`config.mk`:
```
export PLATFORM = sky130hd
export DESIGN_NAME = pattern_sequencer
export DESIGN_NICKNAME = d
export VERILOG_FILES = /design/src/rtl/pattern_sequencer.sv
export SDC_FILE = /design/constraint.sdc
export NUM_CORES = 1
export LEC_CHECK = 0
export CAP_MARGIN = 10
export CELL_PAD_IN_SITES_DETAIL_PLACEMENT = 1
export CELL_PAD_IN_SITES_GLOBAL_PLACEMENT = 1
export CORE_ASPECT_RATIO = 1.1
export CORE_UTILIZATION = 45
export CTS_CLUSTER_SIZE = 10
export DETAILED_ROUTE_END_ITERATION = 10
export GPL_TIMING_DRIVEN = 0
export PLACE_DENSITY_LB_ADDON = 0.1
export RECOVER_POWER = 50
export SLEW_MARGIN = 20
export SYNTH_ARGS = -nofsm -noshare
export SYNTH_HDL_FRONTEND = slang
export SYNTH_SLANG_ARGS = --single-unit
```
`constraint.sdc`:
```
create_clock -name i_Clk -period 5.1 [get_ports i_Clk]
set_input_delay 1.275 -clock i_Clk [delete_from_list [all_inputs] [get_ports i_Clk]]
set_output_delay 1.275 -clock i_Clk [all_outputs]
set_load 0.02 [all_outputs]
```
`src/rtl/pattern_sequencer.sv`:
```
// Frame-synchronous pattern selector for the VGA test pattern generator.
// Manual next/prev/load requests and auto-cycling take effect only at VSync fall.
module pattern_sequencer #(
    parameter int NUM_PATTERNS  = 7,
    parameter int RESET_PATTERN = 1,
    parameter int DWELL_FRAMES  = 60
) (
    input  logic       i_Clk,
    input  logic       i_Reset,
    input  logic       i_VSync,
    input  logic       i_Next,
    input  logic       i_Prev,
    input  logic       i_Load,
    input  logic [3:0] i_Load_Value,
    input  logic       i_Auto_En,
    output logic [3:0] o_Pattern,
    output logic       o_Pending,
    output logic       o_Frame_Tick
);

    localparam logic [3:0] c_Last       = 4'(NUM_PATTERNS - 1);
    localparam logic [3:0] c_Reset      = 4'(RESET_PATTERN);
    localparam logic [4:0] c_Num        = 5'(NUM_PATTERNS);
    localparam logic [7:0] c_Dwell_Last = 8'(DWELL_FRAMES - 1);

    typedef enum logic {S_IDLE, S_PENDING} state_t;

    state_t     r_State;
    logic [3:0] r_Target;
    logic [7:0] r_Frame_Cnt;
    logic       r_VSync_d;

    logic       w_Boundary;
    logic       w_Load_Ok;
    logic       w_Accept;
    logic [3:0] w_Req_Target;
    logic [3:0] w_Auto_Target;

    assign w_Boundary = r_VSync_d & ~i_VSync;
    assign w_Load_Ok  = i_Load & ({1'b0, i_Load_Value} < c_Num);

    // Auto-cycling never lands on pattern 0.
    assign w_Auto_Target = (r_Target == c_Last || r_Target == 4'd0) ? 4'd1 : r_Target + 4'd1;

    always_comb begin
        // NOTE: defaults first so every path assigns both outputs and no latch is inferred.
        w_Req_Target = r_Target;
        w_Accept     = 1'b0;
        if (w_Load_Ok) begin
            w_Req_Target = i_Load_Value;
            w_Accept     = 1'b1;
        end else if (i_Next ^ i_Prev) begin
            w_Accept = 1'b1;
            if (i_Next)
                w_Req_Target = (r_Target == c_Last) ? 4'd0 : r_Target + 4'd1;
            else
                w_Req_Target = (r_Target == 4'd0) ? c_Last : r_Target - 4'd1;
        end
    end

    // NOTE: all state uses non-blocking assignments so every register sees pre-edge values.
    always_ff @(posedge i_Clk or posedge i_Reset) begin
        if (i_Reset) begin
            r_State      <= S_IDLE;
            r_Target     <= c_Reset;
            r_Frame_Cnt  <= 8'd0;
            r_VSync_d    <= 1'b0;
            o_Pattern    <= c_Reset;
            o_Pending    <= 1'b0;
            o_Frame_Tick <= 1'b0;
        end else begin
            r_VSync_d    <= i_VSync;
            o_Frame_Tick <= w_Boundary;

            if (w_Boundary) begin
                if (r_State == S_PENDING || w_Accept) begin
                    // A request folded in on the boundary cycle itself is applied right away.
                    o_Pattern   <= w_Req_Target;
                    r_Target    <= w_Req_Target;
                    r_Frame_Cnt <= 8'd0;
                    r_State     <= S_IDLE;
                    o_Pending   <= 1'b0;
                end else if (i_Auto_En) begin
                    if (r_Frame_Cnt == c_Dwell_Last) begin
                        o_Pattern   <= w_Auto_Target;
                        r_Target    <= w_Auto_Target;
                        r_Frame_Cnt <= 8'd0;
                    end else begin
                        r_Frame_Cnt <= r_Frame_Cnt + 8'd1;
                    end
                end else begin
                    r_Frame_Cnt <= 8'd0;
                end
            end else begin
                if (w_Accept) begin
                    r_Target  <= w_Req_Target;
                    r_State   <= S_PENDING;
                    o_Pending <= 1'b1;
                end
                if (!i_Auto_En)
                    r_Frame_Cnt <= 8'd0;
            end
        end
    end

endmodule

```
# Word level (Yosys, flattened, before mapping)
# Cells that the tools add are included.
word_totals:
  elab_cells: 50
  output_inout_bits: 6
  register_bits: 19
op_classes:
  n_mux: 21
  bitwise: 4
  order_cmp: 1
  n_reduce_logical: 9
  add_sub_neg: 3
  eq_ne: 6
ops:
  columns: ["op", "count"]
  rows:
  - ["$mux 4", 11]
  - ["$mux 8", 5]
  - ["$add 8x1->8 const B", 1]
  - ["$eq 8x6->1 const B", 1]
  - ["$reduce_and 3->1", 2]
  - ["$reduce_bool 2->1", 3]
  - ["$mux 1", 5]
  - ["$add 4x1->4 const B", 1]
  - ["$eq 4x3->1 const B", 1]
  - ["$logic_not 4->1", 1]
  - ["$lt 4x3->1 const B", 1]
  - ["$ne 2x1->1 const B", 2]
  - ["$sub 4x1->4 const B", 1]
  - ["$ne 3x1->1 const B", 1]
  - ["$ne 3x2->1 const B", 1]
  - ["$and 1x1->1", 2]
  - ["$logic_or 1x1->1", 2]
  - ["$reduce_and 2->1", 1]
  - ["$not 1->1", 1]
  - ["$xor 1x1->1", 1]

# Depth between registers and ports, before layout
depth:
  ltp_word: 7
  mapped_depth: 7
  ltp_nobuf: 7

# Worst setup path before layout
# OpenSTA, ideal clock, no wires.
synth_path:
  kind: "input to register"
  from: "input i_Prev"
  to: "register o_Pattern[0]"
  slack_ns: 2.579
  cell_stages: 7
  setup_time_ns: 0.082
  arrival_time_ns: 2.439
  path_cell_list: "buf_6 xor2_4 a211oi_4 buf_6 a31o_1 a21oi_1 mux2_4"
synth_via:
  elab_chain_len: 6
synth_rtl:
  columns: ["element", "line", "source"]
  rows:
  - ["start, declared", "12", "input logic i_Prev,"]
  - ["$xor 1x1->1 *", "52", "end else if (i_Next ^ i_Prev) begin"]
  - ["$mux 1", "52", null]
  - ["$mux 1", "49", "if (w_Load_Ok) begin"]
  - ["$logic_or 1x1->1", "76", "if (r_State == S_PENDING || w_Accept) begin"]
  - ["$reduce_bool 2->1 (no line)", null, null]
  - ["$reduce_and 3->1 (no line)", null, null]
  - ["end signal, assigned", "68", "o_Pattern <= c_Reset;"]
  - ["end signal, assigned", "78", "o_Pattern <= w_Req_Target;"]
  - ["end signal, assigned", "85", "o_Pattern <= w_Auto_Target;"]
  - ["end, declared", "16", "output logic [3:0] o_Pattern,"]
# Every way passes the cells marked *; elsewhere a longest branch is shown, timed or not.
# A chain may end at the register's enable or synchronous reset.

# Worst setup path after layout
layout_path:
  from: "input i_Load_Value[1]"
  to: "register r_Frame_Cnt[7]"
layout_via:
  elab_chain_len: 6
layout_rtl:
  columns: ["element", "line", "source"]
  rows:
  - ["start, declared", "14", "input logic [3:0] i_Load_Value,"]
  - ["$lt 4x3->1", "40", "assign w_Load_Ok = i_Load & ({1'b0, i_Load_Value} < c_Num);"]
  - ["$and 1x1->1", "40", null]
  - ["$mux 1", "49", null]
  - ["$logic_or 1x1->1", "76", null]
  - ["$mux 8", "76", null]
  - ["$mux 8", "75", "if (w_Boundary) begin"]
  - ["end signal, assigned", "89", "r_Frame_Cnt <= r_Frame_Cnt + 8'd1;"]
  - ["end, declared", "30", "logic [7:0] r_Frame_Cnt;"]
# No other way between the ends.

==> out/qor.yml <==
synth_seq_area_share_pct: 34.3
ys_seq_elements: 19
reg2reg_depth: 7
gr-usage-all-layers_pct: 23.4
grt_overflow_total: 0
yosys.cell_types.count: 58
initial_core_util_pct: 48.9
die_area_um2: 3320
grt_pass1_wl_um: 5560
setup_slack_ps: 2170
final-instance-count-excl-fill: 205
worstPathArrival_ps: 3170
p_leak_nw: 0.659
ios: 17
core-area_um2: 2850
pre_cts_ws_ps: 1940
dr_total_vias: 1221
utilization_pct: 55.7
vdd_ir_drop_max_mv: 0.178
antenna_found_initial: 0
clock_skew_ps: 1.76
fill_cells: 345
fmax_mhz: 341
clockRootBuffer: "clkbuf_4"
port_buffers: 14
design_area_um2: 1590
setup_tns_ps: 0
fp.dieH_um: 60.4
clk_path_buf_depth: 2
insertion_delay_ps: 310
netlist_instances: 154
avgSynthCellArea_um2: 9.05
viasPerCell: 5.96
setup.worst_path.start_class: "input port"
die_w_um: 55.1
hold_viol: 0
maxSlewViolCount: 0
setup_viol: 0
drt-initial-drc-count: 22
total_power_mw: 0.508
worstHoldPathCells: 2
synth_area_um2: 1390
clkTransAtPathRegs_ps: 120
drt_pass1_iterations: 4
cts-htree-levels: 1
fin_crit_ps: 2930
worst_slew_pin_slew_ps: 759
dp_cells: 201
post_cts_buffers: 0
cts_hold_buffers: 0
worstPathMaxFanout: 8
status: "finished, final reports clean"
cts_inserted_buffers: 3
timing.setup.critical_path_class: "in -> reg"
antenna_left: 0
fin_nets: 188
async_reset_ff_share_pct: 100
routed_wl_um: 3370
cellPowerDensity_nw_per_um2: 320
synth_area_leader_cell: "dfrtp_1"
cap_violations: 0
drc: 0
final_min_period_over_clock_period_pct: 57.5
ys.flop_type: "dfrtp_1"
diodes: 0
synth_common_cells: "dfrtp_1, nor2_1, nand2_1, nand3_1, o21ai_0"
grt_pass1_vias: 1229
gp_congestion: 0.783
synth_edf_count: 0
synth_warnings: 0
rows: 20
synth_nets: 169
fin_hold_ws_ps: 549
cts_resized: 0
place_area_um2: 1580
tritoncts: "yes"
synth_top_area_share_pct: 30.5
crit_required_ps: 5340
grt_max_degree: 20
hpwl_um: 2610
wl_per_cell_um: 16.5
drive_gt1_share_pct: 12.8
endpoint_kind: "register"
cts.sinks: 19
hold_class: "reg -> reg"
max-slew-margin-rel_pct: 49.4
synthTopCellsByArea: "dfrtp_1, nor2_1, nand3_1"
area_delta_synth_final_pct: 14.1
rsz0062_at_grt: "no"
flip-flops by register name, summed over array words and instances (netlist names):
name / flops
o_Pattern: 4
o_Frame_Tick: 1
r_VSync_d: 1
r_Target: 4
r_State: 1
r_Frame_Cnt: 8
layout make-up:
| type | count | area (µm²) | area share [%] |
|---|---|---|---|
| inverter | 7 | 26.3 | 1.65 |
| multi-input combinational | 123 | 835 | 52.5 |
| sequential | 19 | 478 | 30.1 |
| timing repair buffer | 14 | 140 | 8.81 |
| tap | 33 | 41.3 | 2.60 |
| clock inverter | 1 | 5.00 | 0.315 |
| clock buffer | 3 | 22.5 | 1.42 |
| buffer | 5 | 42.5 | 2.68 |
critical path, cell delays in order:
cell	delay, ps
clkdlybuf4s50_1	550
nand3_4	110
a211oi_1	530
nand4_4	230
or3_1	400
o21ai_1	90
layer usage:
layer | global-route usage (%) | routed length (µm) | vias to the layer above
met3 | 3.01 | 112 | 4
met2 | 39.2 | 1620 | 20
met4 | 7.50 | 33 | 0
met5 | 0 | 0 | -
li1 | - | - | 602
met1 | 30.6 | 1610 | 595
cell usage in the layout, fill, tap and decap left out, types with 2 or more instances in the layout:
master / n
a211o_1: 2
clkbuf_4: 3
nor3b_1: 3
nor2b_1: 4
clkdlybuf4s50_1: 12
a31oi_1: 4
inv_1: 7
a21oi_1: 7
dfrtp_1: 17
nand2_1: 11
o21ai_1: 2
nand3_1: 11
xor2_1: 3
a211oi_1: 2
buf_6: 3
a22o_1: 2
nand2b_1: 3
nor2_1: 17
dlygate4sd3_1: 2
o211ai_1: 4
dfstp_2: 2
o21ai_0: 8
or3_1: 2
ha_1: 4
nor3_1: 2
path summary, 6_finish.rpt:
| check | endpoint | slack, ps | from |
|---|---|---|---|
| min in group asynchronous | o_Pattern[2] | 1520 | i_Reset |
| min | o_Pattern[3] | 550 | o_Pattern[3] |
| max reg2reg | o_Pattern[2] | 3070 | r_Target[0] |
| max | r_Frame_Cnt[7] | 2170 | i_Load_Value[1] |
| max in group asynchronous | r_Target[3] | 3100 | i_Reset |
| min reg2reg | o_Pattern[3] | 550 | o_Pattern[3] |
cell families after synthesis:
| family | share of synthesized area, % |
|---|---|
| AO/OA/AOI/OAI | 23.2 |
| XOR/XNOR | 4.49 |
| adder cells (fa/ha/maj) | 3.59 |
| buffers and inverters | 4.94 |
| flip-flops | 34.3 |
| multiplexers | 1.80 |
| AND/OR/NAND/NOR | 27.7 |
where the power goes:
group	leakage [nW]	internal, mW	switching (mW)	total (mW)
combinational	0.405	0.0988	0.131	0.230
sequential	0.236	0.177	0.0197	0.197
clock	0.0177	0.0293	0.0524	0.0816
total	0.659	0.305	0.203	0.508
(Power assumes the default switching activity.)
